`src/rtl/uart_link_p.sv`:
```
// UART transceiver with a configurable frame format, TX/RX FIFOs, sticky error flags and an
// internal loopback path. The tick is 16x oversampled; one bit lasts 16 ticks.
module uart_link_p #(
  parameter int unsigned CLK_FREQ = 50000000,
  parameter int unsigned BAUD     = 115200,
  parameter int unsigned DBITS    = 8,
  parameter int unsigned PARITY   = 0,
  parameter int unsigned SBITS    = 1,
  parameter int unsigned FIFO_AW  = 2
) (
  input  logic             clk,
  input  logic             rst,
  input  logic             wr_uart,
  input  logic [DBITS-1:0] w_data,
  output logic             tx_full,
  input  logic             rd_uart,
  output logic [DBITS-1:0] r_data,
  output logic             rx_empty,
  input  logic             rx,
  output logic             tx,
  input  logic             loopback,
  input  logic             err_clr,
  output logic             err_parity,
  output logic             err_frame,
  output logic             err_overrun
);

  localparam int unsigned DIV = CLK_FREQ / (BAUD * 16);
  localparam int unsigned DW = (DIV > 1) ? $clog2(DIV) : 1;
  localparam int unsigned DEPTH = 1 << FIFO_AW;
  localparam logic [FIFO_AW:0] FULL_CNT = (FIFO_AW + 1)'(DEPTH);
  localparam logic [4:0] STOP_LAST = 5'(SBITS * 16 - 1);
  localparam logic [2:0] DLAST = 3'(DBITS - 1);
  localparam logic PAR_ODD = (PARITY == 1);

  typedef enum logic [2:0] {StIdle, StStart, StData, StParity, StStop} state_e;

  // Free-running baud tick.
  logic [DW-1:0] div_q;
  logic          tick;
  assign tick = (div_q == DW'(DIV - 1));

  always_ff @(posedge clk) begin
    if (!rst)      div_q <= '0;
    else if (tick) div_q <= '0;
    else           div_q <= div_q + DW'(1);
  end

  // TX FIFO
  logic [DBITS-1:0]   txf_mem [DEPTH];
  logic [FIFO_AW-1:0] txf_wp, txf_rp;
  logic [FIFO_AW:0]   txf_cnt, txf_cnt_d;
  logic               txf_push, txf_pop;

  assign txf_push = wr_uart && ((txf_cnt != FULL_CNT) || txf_pop);

  always_comb begin
    txf_cnt_d = txf_cnt;
    if (txf_push && !txf_pop)      txf_cnt_d = txf_cnt + (FIFO_AW + 1)'(1);
    else if (!txf_push && txf_pop) txf_cnt_d = txf_cnt - (FIFO_AW + 1)'(1);
  end

  always_ff @(posedge clk) begin
    if (txf_push) txf_mem[txf_wp] <= w_data;
  end

  always_ff @(posedge clk) begin
    if (!rst) begin
      txf_wp  <= '0;
      txf_rp  <= '0;
      txf_cnt <= '0;
      tx_full <= 1'b0;
    end else begin
      if (txf_push) txf_wp <= txf_wp + FIFO_AW'(1);
      if (txf_pop)  txf_rp <= txf_rp + FIFO_AW'(1);
      txf_cnt <= txf_cnt_d;
      tx_full <= (txf_cnt_d == FULL_CNT);
    end
  end

  // TX FSM; the line is registered so it trails the state by one cycle.
  state_e           tx_st;
  logic [4:0]       tx_tcnt;
  logic [2:0]       tx_bcnt;
  logic [DBITS-1:0] tx_sh;
  logic             tx_par, tx_line_q, tx_bit;

  assign txf_pop = (txf_cnt != '0) &&
                   ((tx_st == StIdle) || ((tx_st == StStop) && tick && (tx_tcnt == STOP_LAST)));

  always_comb begin
    case (tx_st)
      StStart:  tx_bit = 1'b0;
      StData:   tx_bit = tx_sh[0];
      StParity: tx_bit = tx_par;
      default:  tx_bit = 1'b1;
    endcase
  end

  always_ff @(posedge clk) begin
    if (!rst) begin
      tx_st     <= StIdle;
      tx_tcnt   <= '0;
      tx_bcnt   <= '0;
      tx_sh     <= '0;
      tx_par    <= 1'b0;
      tx_line_q <= 1'b1;
      tx        <= 1'b1;
    end else begin
      tx_line_q <= tx_bit;
      tx        <= tx_bit | loopback;
      if (txf_pop) begin
        tx_st   <= StStart;
        tx_tcnt <= '0;
        tx_sh   <= txf_mem[txf_rp];
        tx_par  <= (^txf_mem[txf_rp]) ^ PAR_ODD;
      end else if (tick) begin
        case (tx_st)
          StStart: begin
            if (tx_tcnt == 5'd15) begin
              tx_st   <= StData;
              tx_tcnt <= '0;
              tx_bcnt <= '0;
            end else tx_tcnt <= tx_tcnt + 5'd1;
          end
          StData: begin
            if (tx_tcnt == 5'd15) begin
              tx_tcnt <= '0;
              tx_sh   <= {1'b0, tx_sh[DBITS-1:1]};
              if (tx_bcnt == DLAST) tx_st <= (PARITY != 0) ? StParity : StStop;
              else                  tx_bcnt <= tx_bcnt + 3'd1;
            end else tx_tcnt <= tx_tcnt + 5'd1;
          end
          StParity: begin
            if (tx_tcnt == 5'd15) begin
              tx_st   <= StStop;
              tx_tcnt <= '0;
            end else tx_tcnt <= tx_tcnt + 5'd1;
          end
          StStop: begin
            if (tx_tcnt == STOP_LAST) tx_st <= StIdle;
            else                      tx_tcnt <= tx_tcnt + 5'd1;
          end
          default: tx_st <= StIdle;
        endcase
      end
    end
  end

  // RX input: synchroniser, then the live loopback mux.
  logic [1:0] sync_q;
  logic       rx_line;

  always_ff @(posedge clk) begin
    if (!rst) sync_q <= 2'b11;
    else      sync_q <= {sync_q[0], rx};
  end

  assign rx_line = loopback ? tx_line_q : sync_q[1];

  // RX FSM
  state_e           rx_st;
  logic [3:0]       rx_tcnt;
  logic [2:0]       rx_bcnt;
  logic [DBITS-1:0] rx_sh;
  logic             rx_par, stop_smp, par_ok, frame_bad, par_bad, rx_good, overrun;

  assign stop_smp  = (rx_st == StStop) && tick && (rx_tcnt == 4'd15);
  assign par_ok    = (PARITY == 0) || (rx_par == ((^rx_sh) ^ PAR_ODD));
  assign frame_bad = stop_smp && !rx_line;
  assign par_bad   = stop_smp && rx_line && !par_ok;
  assign rx_good   = stop_smp && rx_line && par_ok;

  always_ff @(posedge clk) begin
    if (!rst) begin
      rx_st   <= StIdle;
      rx_tcnt <= '0;
      rx_bcnt <= '0;
      rx_sh   <= '0;
      rx_par  <= 1'b0;
    end else begin
      case (rx_st)
        StIdle: if (!rx_line) begin
          rx_st   <= StStart;
          rx_tcnt <= '0;
        end
        StStart: if (tick) begin
          if (rx_tcnt == 4'd7) begin
            rx_st   <= rx_line ? StIdle : StData;
            rx_tcnt <= '0;
            rx_bcnt <= '0;
          end else rx_tcnt <= rx_tcnt + 4'd1;
        end
        StData: if (tick) begin
          rx_tcnt <= rx_tcnt + 4'd1;
          if (rx_tcnt == 4'd15) begin
            rx_sh <= {rx_line, rx_sh[DBITS-1:1]};
            if (rx_bcnt == DLAST) rx_st <= (PARITY != 0) ? StParity : StStop;
            else                  rx_bcnt <= rx_bcnt + 3'd1;
          end
        end
        StParity: if (tick) begin
          rx_tcnt <= rx_tcnt + 4'd1;
          if (rx_tcnt == 4'd15) begin
            rx_par <= rx_line;
            rx_st  <= StStop;
          end
        end
        StStop: if (tick) begin
          rx_tcnt <= rx_tcnt + 4'd1;
          if (rx_tcnt == 4'd15) rx_st <= StIdle;
        end
        default: rx_st <= StIdle;
      endcase
    end
  end

  // RX FIFO
  logic [DBITS-1:0]   rxf_mem [DEPTH];
  logic [FIFO_AW-1:0] rxf_wp, rxf_rp;
  logic [FIFO_AW:0]   rxf_cnt, rxf_cnt_d;
  logic               rxf_push, rxf_pop;

  assign rxf_pop  = rd_uart && (rxf_cnt != '0);
  assign rxf_push = rx_good && ((rxf_cnt != FULL_CNT) || rxf_pop);
  assign overrun  = rx_good && !rxf_push;
  assign r_data   = rx_empty ? '0 : rxf_mem[rxf_rp];

  always_comb begin
    rxf_cnt_d = rxf_cnt;
    if (rxf_push && !rxf_pop)      rxf_cnt_d = rxf_cnt + (FIFO_AW + 1)'(1);
    else if (!rxf_push && rxf_pop) rxf_cnt_d = rxf_cnt - (FIFO_AW + 1)'(1);
  end

  always_ff @(posedge clk) begin
    if (rxf_push) rxf_mem[rxf_wp] <= rx_sh;
  end

  always_ff @(posedge clk) begin
    if (!rst) begin
      rxf_wp      <= '0;
      rxf_rp      <= '0;
      rxf_cnt     <= '0;
      rx_empty    <= 1'b1;
      err_parity  <= 1'b0;
      err_frame   <= 1'b0;
      err_overrun <= 1'b0;
    end else begin
      if (rxf_push) rxf_wp <= rxf_wp + FIFO_AW'(1);
      if (rxf_pop)  rxf_rp <= rxf_rp + FIFO_AW'(1);
      rxf_cnt  <= rxf_cnt_d;
      rx_empty <= (rxf_cnt_d == '0);
      // A new error in the same cycle as err_clr leaves the flag set.
      err_parity  <= (err_parity & ~err_clr) | par_bad;
      err_frame   <= (err_frame & ~err_clr) | frame_bad;
      err_overrun <= (err_overrun & ~err_clr) | overrun;
    end
  end

endmodule

```
`config.mk`:
```
export PLATFORM = sky130hd
export DESIGN_NAME = uart_link_p
export DESIGN_NICKNAME = d
export VERILOG_FILES = /design/src/rtl/uart_link_p.sv
export SDC_FILE = /design/constraint.sdc
export NUM_CORES = 1
export LEC_CHECK = 0
export CORE_ASPECT_RATIO = 1.2
export CORE_MARGIN = 2
export CORE_UTILIZATION = 46
export DETAILED_ROUTE_END_ITERATION = 10
export PLACE_DENSITY = 0.7
export SKIP_CTS_REPAIR_TIMING = 1
export SLEW_MARGIN = 20
export SYNTH_ARGS = -nofsm -noshare
export SYNTH_HDL_FRONTEND = slang
export SYNTH_SLANG_ARGS = --single-unit
```
`constraint.sdc`:
```
create_clock -name clk -period 3.01 [get_ports clk]
set_clock_uncertainty 0.05 [all_clocks]
set_input_delay 0.4515 -clock clk [delete_from_list [all_inputs] [get_ports clk]]
set_output_delay 0.4515 -clock clk [all_outputs]
set_load 0.005 [all_outputs]
```
==> Yosys cells after proc, flatten, opt, wreduce, memory -nomap -nowiden <==
Memory sizes are Yosys's and may differ from the RTL's. A register that Yosys moved wholly into a read port is not among the register bits.
Index checks and enable logic that the tools add are counted.
Widths: inputs -> output; s select.
{ "word_totals": {"memories": 2, "elab_cells": 195, "output_inout_bits": 14, "romBits": 0, "in_bits": 15, "latch_bits": 0, "register_bits": 66, "mem_bits_rw": 64} }
{ "op_classes": {"add_sub_neg": 13, "n_bitwise": 9, "n_reduce_logical": 49, "n_shift": 0, "div": 0, "n_mux": 56, "magnitude_cmp": 0, "multipliers": 0, "n_eq_ne": 41} }
{ "mem_list": {"columns": ["memory", "words", "word_bits", "rd", "rd_ports_with_merged_regs", "wr", "line_no", "rtl"], "rows": [
  ["rxf_mem", 4, 8, 1, 1, 1, "219", "logic [DBITS-1:0] rxf_mem [DEPTH];"],
  ["txf_mem", 4, 8, 1, 1, 1, "50", "logic [DBITS-1:0] txf_mem [DEPTH];"]
]} }
{ "op_table": {"columns": ["operator", "count"], "rows": [
  ["$mux 3", 26],
  ["$mux 8", 5],
  ["$ne 2x2->1 const B", 16],
  ["$reduce_and 6->1", 4],
  ["$ne 3x3->1 const B", 6],
  ["$mux 4", 4],
  ["$eq 3x3->1 const B", 5],
  ["$logic_and 1x1->1", 15],
  ["$pmux 3 s5", 1],
  ["$add 3x1->3 const B", 4],
  ["$eq 3x2->1 const B", 4],
  ["$pmux 3 s2", 2],
  ["$pmux 3 s4", 1],
  ["$pmux 4 s3", 1],
  ["$reduce_bool 2->1", 6],
  ["$add 5x1->5 const B", 2],
  ["$mux 2", 5],
  ["$mux 5", 2],
  ["$pmux 5 s2", 1],
  ["$reduce_and 10->1", 1],
  ["$logic_not 3->1", 3],
  ["$reduce_and 3->1", 3],
  ["$reduce_bool 3->1", 3],
  ["$add 2x1->2 const B", 4],
  ["20 further kinds", 44]
]} }

==> Longest topological paths before layout <==
Gate-level depths: netlist of run 1.
{ "depth": {"ltp_word": 12, "mapped_depth": 9} }

==> Worst setup path after synthesis of run 1 <==
Ideal clock, no wire load.
{ "synth_path": {"path_type": "register -> register", "start": "register div_q[0]", "end": "memory txf_mem[0][0], enable pin", "path_buffers": 1, "path_stages_with_launch": 9, "required_ps": 2628, "path_slack_ps": 681, "arrival_ps": 1948, "path_cell_list": "dfxtp_1 inv_1 ha_1 nand4b_1 clkbuf_1 o21a_1 nor2_1 o21a_1 and2_1"} }
{ "synth_via": {"elab_chain_cells": 9} }
{ "synth_lines": {"columns": ["item", "line_no", "rtl"], "rows": [
  ["start, declared", "39", "logic [DW-1:0] div_q;"],
  ["start signal, assigned", "46", "else div_q <= div_q + DW'(1);"],
  ["$eq 5x5->1", "41", "assign tick = (div_q == DW'(DIV - 1));"],
  ["$logic_and 1x1->1 (2 in a row)", "89", "((tx_st == StIdle) || ((tx_st == StStop) && tick && (tx_tcnt == STOP_LAST)));"],
  ["$logic_or 1x1->1", "89", null],
  ["$logic_and 1x1->1", "88", "assign txf_pop = (txf_cnt != '0) &&"],
  ["$logic_or 1x1->1", "55", "assign txf_push = wr_uart && ((txf_cnt != FULL_CNT) || txf_pop);"],
  ["$logic_and 1x1->1", "55", null],
  ["$mux 1", "64", "if (txf_push) txf_mem[txf_wp] <= w_data;"],
  ["$mux 1 (implied by the code)", "64", null],
  ["end, declared", "50", null]
]} }
Every way passes these cells.

==> results.md, run 1 <==
Drt:
- After detailed routing, the average wire length per cell comes to ~14 um.
- The total iterations of the first detailed-routing run is 4.
- The aggregate routed wire length is 9940 um.
- The remaining number of nets flagged by the antenna check after routing is 0.
- The detailed router placed about 3,600 vias in this run.
- After detailed routing, the number of vias per cell comes to between 5 and 6.
- For this block, the initial DRC count from the detailed router was 162.
- For this run, design rule violations remaining after detail routing come to 0.

Cells and area:
- The number of nets in the final layout is 552.
- The share of layout cells above drive strength 1 is between 10% and 20%.
- In the layout the commonest cells are sky130_fd_sc_hd__dfxtp_1, sky130_fd_sc_hd__edfxtp_1, sky130_fd_sc_hd__nand2_1.
- At the end of the flow the core is filled with cells to 54.7%.
- The most common library cell in the layout ignoring fill and taps is sky130_fd_sc_hd__dfxtp_1.
- The area growth from synthesis to layout is 17.4%.
- 0 antenna diodes ended up in the layout.

Pwr:
- Combinational cells account for around 18% of the total power.
- In this run switching power makes up 27.2% of total power.
- For this design the ratio of total power to cell area is 727 mW/mm2.
- The analysis attributes to cell leakage a power of 2.41 nW.
- The switching component of the power is about 1.4 mW.
- The internal power summed over all cells is 3.63 mW.
- The clock network burns between 30% and 40% of the power.
- The worst-case IR drop observed on VDD is a little under 500 uV.
- Registers are responsible for 43.8% of the overall power.

Floorplanning:
- The number of cell rows is 45.
- The starting utilization of the core area is about 47%.
- The floorplan step defined a die boundary enclosing about 0.014 mm2.
- The vertical die dimension is 128 um.
- The die is approximately 110 um wide.
- The total I/O pin count is 29.
- The floorplan step defined a core boundary enclosing ~0.013 mm2.

Place:
- OpenSTA, run right after detailed placement, puts the worst setup slack at slightly below 0.3 ns.
- The weighted congestion reported at the end of routability-driven placement is approximately 0.85.
- The HPWL after detailed placement is between 6000 and 7000 um.
- The count of buffers added on input and output ports is 28.

Setup path:
- The startpoint of the lowest-slack register-to-register path is div_q[0].
- Of all nets on the critical path, the largest fanout is 8.
- Data arrives at the worst endpoint at about 2.2 ns.
- The critical setup path kind is flip-flop to output port.
- The critical path endpoint category is an output port.
- At the worst endpoint, the required time is 2.51 ns.
- Traced cell by cell, the critical path runs through mux4_2, nor2b_1, clkdlybuf4s50_1.
- The cell at the slowest stage of the critical path is sky130_fd_sc_hd__dfxtp_1.
- The worst register-to-register path has a depth of 6.
- The element type at the critical path start is a flip-flop.
- In this design, the stage delay of the slowest critical-path cell is 0.62 ns.

Worst hold path:
- The count of cells along the worst hold path is 2.
- The min-delay analysis places its worst path in the category flip-flop to flip-flop.
- The launch instance of the worst min-delay path is tx_tcnt[4].

GRT:
- The global-route usage over all layers is around 16%.
- The first global-routing pass estimated about 17,000 um of wire.
- The final global-route overflow total is 0.
- The via count of the first global-routing pass is around 3,600.
- The largest net degree at the start of global routing is 43.
- The initial antenna violation count was 0.

Synthesis:
- Counting distinct cell types in the post-synthesis netlist gives 58.
- The top-area cell type share of the netlist area is 32.9%.
- The number of flops mapped to enable cells by yosys is 64.
- Of all flip-flops after synthesis, the portion carrying an async set or reset was 0%.
- The post-synthesis cell type with the largest combined area is sky130_fd_sc_hd__edfxtp_1.
- In the post-synthesis netlist, the biggest area contributors are sky130_fd_sc_hd__edfxtp_1, sky130_fd_sc_hd__dfxtp_1, sky130_fd_sc_hd__mux4_2.
- The total of flip-flops plus latches after synthesis is 134.
- The synthesized netlist occupies a cell area of between 0.005 and 0.006 mm2.
- The sequential-to-total area share from yosys stat is a little under three fifths.
- Dividing the synthesized area by the synthesized cell count gives between 10 and 15 um2.
- The number of warnings reported in the yosys synthesis log is 0.
- The flip-flop cell with the highest count after synthesis is sky130_fd_sc_hd__dfxtp_1.
- The gate count after technology mapping is 478.
- The number of nets produced by synthesis is 515.

Clocking:
- The clock passes through at most 2 buffers.
- TritonCTS built the clock tree.
- Buffers inserted during clock tree synthesis total 17.
- The CTS root buffer is sky130_fd_sc_hd__clkbuf_16.
- The clock latency at the later pin of the worst-skew pair is between 0.4 and 0.5 ns.
- The tree built by TritonCTS fans out to 134 sinks.
- In this run the number of H-tree levels came out at 4.
- Clock-pin slew was measured on the worst setup and hold paths at 0.06 ns.

Timing:
- The final count of hold timing violations is 0.
- Setup repair after global routing left no endpoint under its margin.
- Setup violations remaining at the end of the flow were counted as 0.
- The share of the cycle needed by the critical path after routing is between 80% and 90%.
- For the finished layout, the period the worst path requires is about 2.7 ns.
- The post-route worst setup slack is around 0.33 ns.
- Headroom to the max-slew limit came out at between 50% and 60%.
- Hold is met by a little under 0.4 ns.
- The final setup TNS is 0 ns.
- For the pin with the worst max-slew slack, the measured transition is between 0.7 and 0.8 ns.
- The number of slew-limit violations in the final report is 0.
- The highest clock rate is between 300 and 400 MHz.

Flow run:
- Max-cap violations in this run came to 0.

Run status:
- The flow ran to the end, and the final reports show no timing, DRC or antenna violations.
==> per-layer routing <==
metal  global-route usage, %  vias to the layer above  share of wire, %
met5                       0                        -                 0
met4                    7.33                        0               1.7
met3                    4.85                       14               3.0
met2                    27.0                       56                51
met1                    19.0                     1765                44
li1                        -                     1801                 -
==> power by group through the flow <==
stage               registers (mW)  clock network [mW]  logic [mW]
floorplan                     2.15                   0       0.733
global route                  2.21                2.05       0.991
global placement              2.22                   0       0.862
CTS                           2.19                1.96       0.896
finish                        2.19                1.92       0.890
detailed placement            2.22                   0       0.888
==> flip-flops by register name, indices dropped and copies added, names as in the netlist, 2 cells and up, named ones only <==
name and cells:
div_q 5, rx_bcnt 3, rx_sh 8, rx_st 3, rx_tcnt 4, rxf_cnt 3, rxf_mem 32, rxf_rp 2
rxf_wp 2, sync_q 2, tx_bcnt 3, tx_sh 8, tx_st 3, tx_tcnt 5, txf_cnt 3, txf_mem 32
txf_rp 2, txf_wp 2
==> worst max-delay path, delay by kind of cell (launching register included) <==
family	cells	cell delay, ns
flops	1	0.62
buf+inv	1	0.45
simple gates	1	0.14
mux	1	0.55
==> cell families after synthesis <==
kind of cell / after synthesis / share of synthesized area, %
compound gates: 73 / 8.35
xor+xnor: 24 / 3.60
fa+ha+maj: 22 / 4.71
buf+inv: 36 / 2.52
flops: 134 / 56.8
mux: 31 / 8.73
simple gates: 158 / 15.3
==> final timing paths <==
kind / end / slack (ns)
setup reg to reg: rxf_mem[1][3] / 0.46
setup / recovery: r_data[7] / 0.33
hold / removal: tx_tcnt[4] / 0.39
hold reg to reg: tx_tcnt[4] / 0.39
==> synth_stat cells, drive strengths merged, types with 15 or more instances <==
library cell,number
dfxtp,70
edfxtp,64
nand2,32
and2,26
nor2,26
nor2b,24
ha,22
o21ai,19
inv,18
xnor2,17
mux4,16
mux2i,15
==> through the flow <==
step	area, um2	instances	power [mW]
floorplan	5850	478	2.88
global placement	6310	660	3.08
detailed placement	6310	660	3.11
CTS	6870	692	5.05
global route	6870	692	5.25
finish	6870	692	4.99
==> layout make-up <==
cell class / instances / area [um2]
clock buffer: 18 / 429
timing repair buffer: 36 / 340
multi-input combinational: 308 / 2380
fill: 1022 / 5690
sequential: 134 / 3320
tap: 164 / 205
clock inverter: 14 / 124
inverter: 18 / 67.6
Power figures use the tool's default switching activity.
==> run 2: changes to the inputs <==
Settings changed: CORE_MARGIN 2 to 1.
==> run 2 against run 1 <==
  * Count of clock-buffer cells in the layout increased by 2
  * Non-clock buffer count up 1
  * Clock power grew 11%
  * Die area is 3.4% lower
  * Sequential share of layout area down 0.45 points
  * First-iteration DRC count is 0.62% lower
  * Sequential power about the same
  * Maximum frequency fell by 2.3%
  * Global-route usage increased by 0.73 points
  * Worst hold slack worse by 0.026 ns
  * Critical path type unchanged
  * Highest routed layer unchanged
==> results.md, run 2 (synthesis gave the netlist of run 1 again) <==
Cells and area:
- From synthesis to final layout, the design area changed by 18.5%.
- The share of layout cells above drive strength 1 was 12.1% (+0.17 points).
- The number of fill cells in the layout was 1,015 (-0.68%).
- The number of nets in the final layout is 553 (+0.18%).
- The final non-filler cell total came to 690 (-0.29%).
- The top cell types in the final layout, fill and taps aside, are sky130_fd_sc_hd__dfxtp_1, sky130_fd_sc_hd__edfxtp_1, sky130_fd_sc_hd__nand2_1.
- The largest registers in the layout are rxf_mem: 32 flops, txf_mem: 32 flops.
- The library cell used most frequently in the layout, excluding fill and tap cells, is sky130_fd_sc_hd__dfxtp_1.
- The antenna cell count was 0 (unchanged).

GRT:
- The global-route wire length before repair is 17,100 um (+1.3%).
- The via count of the first global-routing pass is 3,615 (+0.36%).
- The initial antenna violation count is 0 (unchanged).
- The largest net degree at the start of global routing was 30 (-30%).
- The final global-route overflow total came to 0 (unchanged).
- The global-route usage over all layers is 16.8% (+0.73 points).

Timing:
- The final setup violation count is 0 (unchanged).
- Setup repair after global routing left no endpoint under its margin.
- The highest clock rate was 364 MHz (-2.3%).
- The worst relative slew slack is 50.2% (-1.7 points).
- The share of the cycle needed by the critical path after routing is 91.2% (+2.1 points).
- The number of slew-limit violations in the final report was 0 (unchanged).
- The slew at the pin closest to its max-slew limit was 0.741 ns (+0.0247 ns).
- The final count of hold timing violations is 0 (unchanged).
- The final setup TNS is 0 ns (unchanged).
- The shortest period the worst path allows is 2.75 ns (+0.0625 ns).

Run status:
- The run finished with clean final reports.

Place:
- The weighted congestion reported at the end of routability-driven placement is 0.850 (-0.21%).
- The estimated wirelength of the detail-placed design is 6900 um (+0.45%).
- The number of buffer cells added on primary ports is 28 (unchanged).
- The total instance count after detailed placement is 658 (-0.30%).

Drt:
- The number of vias per cell is 5.17 (-1.6%).
- The violation count after the first detailed-routing iteration is 161 (-0.62%).
- The number of remaining DRC errors is 0 (unchanged).
- The total iterations of the first detailed-routing run is 4 (unchanged).
- The remaining number of nets flagged by the antenna check after routing is 0 (unchanged).
- The final routed wire length divided by cell count is 14.5 um (+0.88%).
- The aggregate routed wire length is 10,000 um (+0.59%).
- The vias after detailed routing was 3,569 (-1.8%).

Clocking:
- Clock tree synthesis selected as its root buffer the cell sky130_fd_sc_hd__clkbuf_16.
- The maximum clock path buffer count is 2 (unchanged).
- The clock latency at the later pin of the worst-skew pair is 0.42 ns (about the same).
- TritonCTS built the clock tree.
- The number of sinks handled by clock tree synthesis is 134 (unchanged).
- The clock transition at the registers of the reported paths is 0.06 ns (about the same).
- The number of CTS-inserted buffers is 17 (unchanged).
- The deepest level of the CTS H-tree is 4 (unchanged).

Floorplanning:
- The total I/O pin count was 29 (unchanged).
- The total core area was 0.0122 mm2 (-2.7%).
- The die outline area came to 0.0132 mm2 (-3.4%).
- The number of cell rows was 44 (-2.2%).
- The width of the chip is 105 um (-1.9%).
- The vertical die dimension was 126 um (-1.6%).
- The starting utilization of the core area is 47.8% (+1.3 points).

Setup path:
- The required arrival time at the worst endpoint is 2.51 ns (about the same).
- The critical path endpoint category is an output port.
- STA classifies the critical path startpoint as a flip-flop.
- The highest net fanout along the worst path was 8 (unchanged).
- The critical setup path kind is flip-flop to output port.
- The worst path arrival time came to 2.24 ns (+0.06 ns).

Pwr:
- The leakage power is 2.45 nW (+1.5%).
- The power density of the placed cells is 751 mW/mm2 (+3.2%).
- The worst voltage drop across the vdd grid is 463 uV (-5.4%).

Flow run:
- The max-cap violation count was 0 (unchanged).

Worst hold path:
- The min-delay analysis places its worst path in the category flip-flop to flip-flop.
[run 2: cell count changes in the layout (fill, tap and decap cells not counted), moves of 2 or more]
| cell | delta |
|---|---|
| sky130_fd_sc_hd__bufinv_16 | +2 |
| sky130_fd_sc_hd__clkinvlp_4 | -2 |
| sky130_fd_sc_hd__clkinv_4 | +2 |
| sky130_fd_sc_hd__clkinv_2 | -3 |
[run 2: report_power, final]
group | leakage [nW] | total [mW] | switching, mW | internal, mW
registers | 1.17 | 2.19 | 0.121 | 2.06
clock network | 0.297 | 2.13 | 0.790 | 1.34
logic | 0.980 | 0.886 | 0.453 | 0.433
total | 2.45 | 5.20 | 1.36 | 3.84
[run 2: worst paths after layout]
check	slack, ns	to	from	depth (start not counted)
worst max-delay path	0.26	r_data[5]	flip-flop	3
worst min-delay path	0.37	sync_q[1]	sync_q[0]	1
worst max register to register	0.48	rxf_mem[3][6]	rx_tcnt[0]	5
worst min register to register	0.37	sync_q[1]	sync_q[0]	1
[run 2: metal layers]
metal | GRT usage [%] | vias to the layer above | share of wire, %
li1 | - | 1804 | -
met1 | 19.7 | 1700 | 44
met2 | 28.8 | 53 | 52
met3 | 5.16 | 12 | 3.0
met4 | 6.71 | 0 | 1.1
met5 | 0 | - | 0
[run 2: worst max-delay path, cell delays in order (launching register included)]
cell and delay, ns:
sky130_fd_sc_hd__dfxtp_1 0.65, sky130_fd_sc_hd__mux4_2 0.57, sky130_fd_sc_hd__nor2b_1 0.15, sky130_fd_sc_hd__clkdlybuf4s50_1 0.46
[run 2: area by class of cell]
type	count	area, um2	area share (%)
clock buffer	20	447	6.45
inverter	18	67.6	0.975
multi-input combinational	308	2380	34.3
tap	161	201	2.91
sequential	134	3320	48.0
clock inverter	12	168	2.42
timing repair buffer	37	348	5.02
[run 2: through the flow]
stage          setup WS (ns)  instance area (um2)  hold slack, ns  power, mW  utilization [%]
6_report               0.264                 6930           0.367       5.20             56.7
5_1_grt                0.118                 6930           0.406       5.45             56.7
2_1_floorplan          0.681                 5850           0.336       2.88                -
4_1_cts                0.202                 6930           0.369       5.25             56.7
3_5_place_dp           0.325                 6320           0.356       3.12             51.7
3_3_place_gp           0.386                 6320           0.357       3.09             51.7
==> run 3: changes to the inputs <==
Settings changed: CORE_MARGIN 1 to 4.
==> run 3 against run 2 <==
  * Combinational power is essentially flat
  * Total power decreased by 3.2%
  * Utilization shrank 0.55 points
  * Cell area fell by 0.52%
  * Routed wire length is 0.56% higher
==> results.md, run 3 (synthesis gave the netlist of run 1 again) <==
Run status:
- The flow ran to the end, and the final reports show no timing, DRC or antenna violations.

Floorplanning:
- The total core area is 0.0123 mm2 (+0.45%).
- The vertical die dimension is 132 um (+4.8%).
- The total I/O pin count is 29 (unchanged).
- The die outline area is 0.0146 mm2 (+11%).
- The width of the chip is 111 um (+5.7%).
- The number of cell rows is 44 (unchanged).
- The starting utilization of the core area is 47.6% (-0.21 points).

Timing:
- The final count of hold timing violations is 0 (unchanged).
- The worst relative slew slack is 53.3% (+3.1 points).
- The final setup TNS is 0 ns (unchanged).
- The slew at the pin closest to its max-slew limit is 0.696 ns (-0.0458 ns).
- Setup repair after global routing left no endpoint under its margin.
- The final setup violation count is 0 (unchanged).
- The highest clock rate is 363 MHz (-0.40%).
- The shortest period the worst path allows is 2.76 ns (+0.0111 ns).
- The number of slew-limit violations in the final report is 0 (unchanged).
- The share of the cycle needed by the critical path after routing is 91.6% (+0.37 points).
- The final-layout worst hold slack is 0.383 ns (+0.0155 ns).

Clocking:
- The CTS root buffer is sky130_fd_sc_hd__clkbuf_16.
- The maximum clock path buffer count is 2 (unchanged).
- The number of sinks handled by clock tree synthesis was 134 (unchanged).
- The clock transition at the registers of the reported paths is 0.06 ns (about the same).
- The number of CTS-inserted buffers is 17 (unchanged).
- The deepest level of the CTS H-tree is 4 (unchanged).
- TritonCTS built the clock tree.
- The clock latency at the later pin of the worst-skew pair is 0.41 ns (about the same).

GRT:
- The most congested layer reported by global routing is met2.
- The met1 global-route usage came to 16.8% (-2.9 points).
- The final global-route overflow total is 0 (unchanged).
- The met2 track demand over resource is 25.6% (-3.2 points).
- The global-route wire length before repair came to 17,500 um (+1.9%).
- The initial antenna violation count is 0 (unchanged).
- The largest net degree at the start of global routing is 30 (unchanged).
- The via count of the first global-routing pass is 3,706 (+2.5%).
- The global-route track usage on met3 was 4.09% (-1.1 points).
- The global-route usage over all layers came to 14.6% (-2.2 points).

Place:
- The estimated wirelength of the detail-placed design is 6970 um (+1.1%).
- The total instance count after detailed placement is 659 (+0.15%).
- The weighted congestion reported at the end of routability-driven placement is 0.779 (-8.4%).
- The number of buffer cells added on primary ports is 28 (unchanged).
- The area of placed instances came to 0.00632 mm2 (+0.12%).

Cells and area:
- The post-route standard cell area excluding fillers was 0.00689 mm2 (-0.52%).
- The library cell used most frequently in the layout, excluding fill and tap cells, is sky130_fd_sc_hd__dfxtp_1.
- The library cells used most frequently in the layout, excluding fill and tap cells, are sky130_fd_sc_hd__dfxtp_1, sky130_fd_sc_hd__edfxtp_1, sky130_fd_sc_hd__nand2_1.
- The largest registers in the layout are rxf_mem: 32 flops, txf_mem: 32 flops.
- The share of layout cells above drive strength 1 is 12.5% (+0.35 points).
- The number of fill cells in the layout came to 1,027 (+1.2%).
- The final non-filler cell total is 691 (+0.14%).
- The antenna cell count is 0 (unchanged).
- The number of nets in the final layout is 554 (+0.18%).
- The area added between synthesis and finish is 17.9%.

Drt:
- The total iterations of the first detailed-routing run came to 4 (unchanged).
- The aggregate routed wire length was 10,100 um (+0.56%).
- The vias after detailed routing is 3,583 (+0.39%).
- The remaining number of nets flagged by the antenna check after routing is 0 (unchanged).
- The number of remaining DRC errors is 0 (unchanged).
- The number of vias per cell is 5.19 (+0.25%).
- The violation count after the first detailed-routing iteration is 154 (-4.3%).
- The final routed wire length divided by cell count is 14.6 um (+0.41%).

Setup path:
- The required arrival time at the worst endpoint is 2.51 ns (about the same).
- The worst path arrival time is 2.26 ns (+0.02 ns).
- The highest net fanout along the worst path is 8 (unchanged).
- The critical setup path kind is flip-flop to output port.
- STA classifies the critical path endpoint as an output port.
- The element type at the critical path start is a flip-flop.

Pwr:
- The leakage power was 2.42 nW (-1.0%).
- The worst voltage drop across the vdd grid is 465 uV (+0.47%).
- The power density of the placed cells was 731 mW/mm2 (-2.6%).

Worst hold path:
- The class of the most critical hold timing path is flip-flop to flip-flop.

Flow run:
- The max-cap violation count is 0 (unchanged).
run 3: cell types whose count changed in the layout (fill, tap and decap cells not counted):
cell,before,now
sky130_fd_sc_hd__inv_8,0,1
sky130_fd_sc_hd__clkinv_1,0,1
sky130_fd_sc_hd__clkinvlp_4,1,4
sky130_fd_sc_hd__buf_4,9,10
sky130_fd_sc_hd__clkbuf_1,2,0
sky130_fd_sc_hd__clkbuf_8,1,0
sky130_fd_sc_hd__bufinv_16,3,1
run 3: power breakdown:
group          leakage, nW  switching (mW)  internal (mW)  total [mW]
registers             1.17           0.117           2.06        2.18
clock network        0.267           0.821           1.15        1.98
logic                0.985           0.453          0.429       0.883
total                 2.42            1.39           3.65        5.04
run 3: final timing paths:
check / from / cells after the start / end / slack [ns]
setup / recovery: flip-flop / 3 / r_data[2] / 0.25
hold reg to reg: sync_q[0] / 1 / sync_q[1] / 0.38
hold / removal: sync_q[0] / 1 / sync_q[1] / 0.38
setup reg to reg: rx_tcnt[0] / 5 / rxf_mem[0][7] / 0.57
run 3: stage by stage:
step / power, mW / worst slack, ns / util (%)
finish: 5.04 / 0.253 / 56.2
global route: 5.31 / 0.113 / 56.2
CTS: 5.09 / 0.190 / 56.2
detailed placement: 3.11 / 0.332 / 51.5
global placement: 3.08 / 0.389 / 51.5
floorplan: 2.88 / 0.681 / -
run 3: layer usage:
metal | vias up | share of wire, %
met5 | - | 0
met4 | 0 | 1.2
met1 | 1724 | 44
met3 | 13 | 3.3
met2 | 54 | 52
li1 | 1792 | -
run 3: critical path, cell delays in order (launching register included):
cell                              delay, ns
sky130_fd_sc_hd__dfxtp_1               0.65
sky130_fd_sc_hd__mux4_2                0.59
sky130_fd_sc_hd__nor2b_1               0.15
sky130_fd_sc_hd__clkdlybuf4s50_1       0.45
run 3: layout make-up:
class | instances | area, um2 | area share (%)
Sequential cell | 134 | 3320 | 48.2
Multi-Input combinational cell | 308 | 2380 | 34.5
Clock buffer | 17 | 425 | 6.17
Timing Repair Buffer | 38 | 355 | 5.15
Tap cell | 161 | 201 | 2.92
Clock inverter | 15 | 145 | 2.11
Inverter | 18 | 67.6 | 0.980
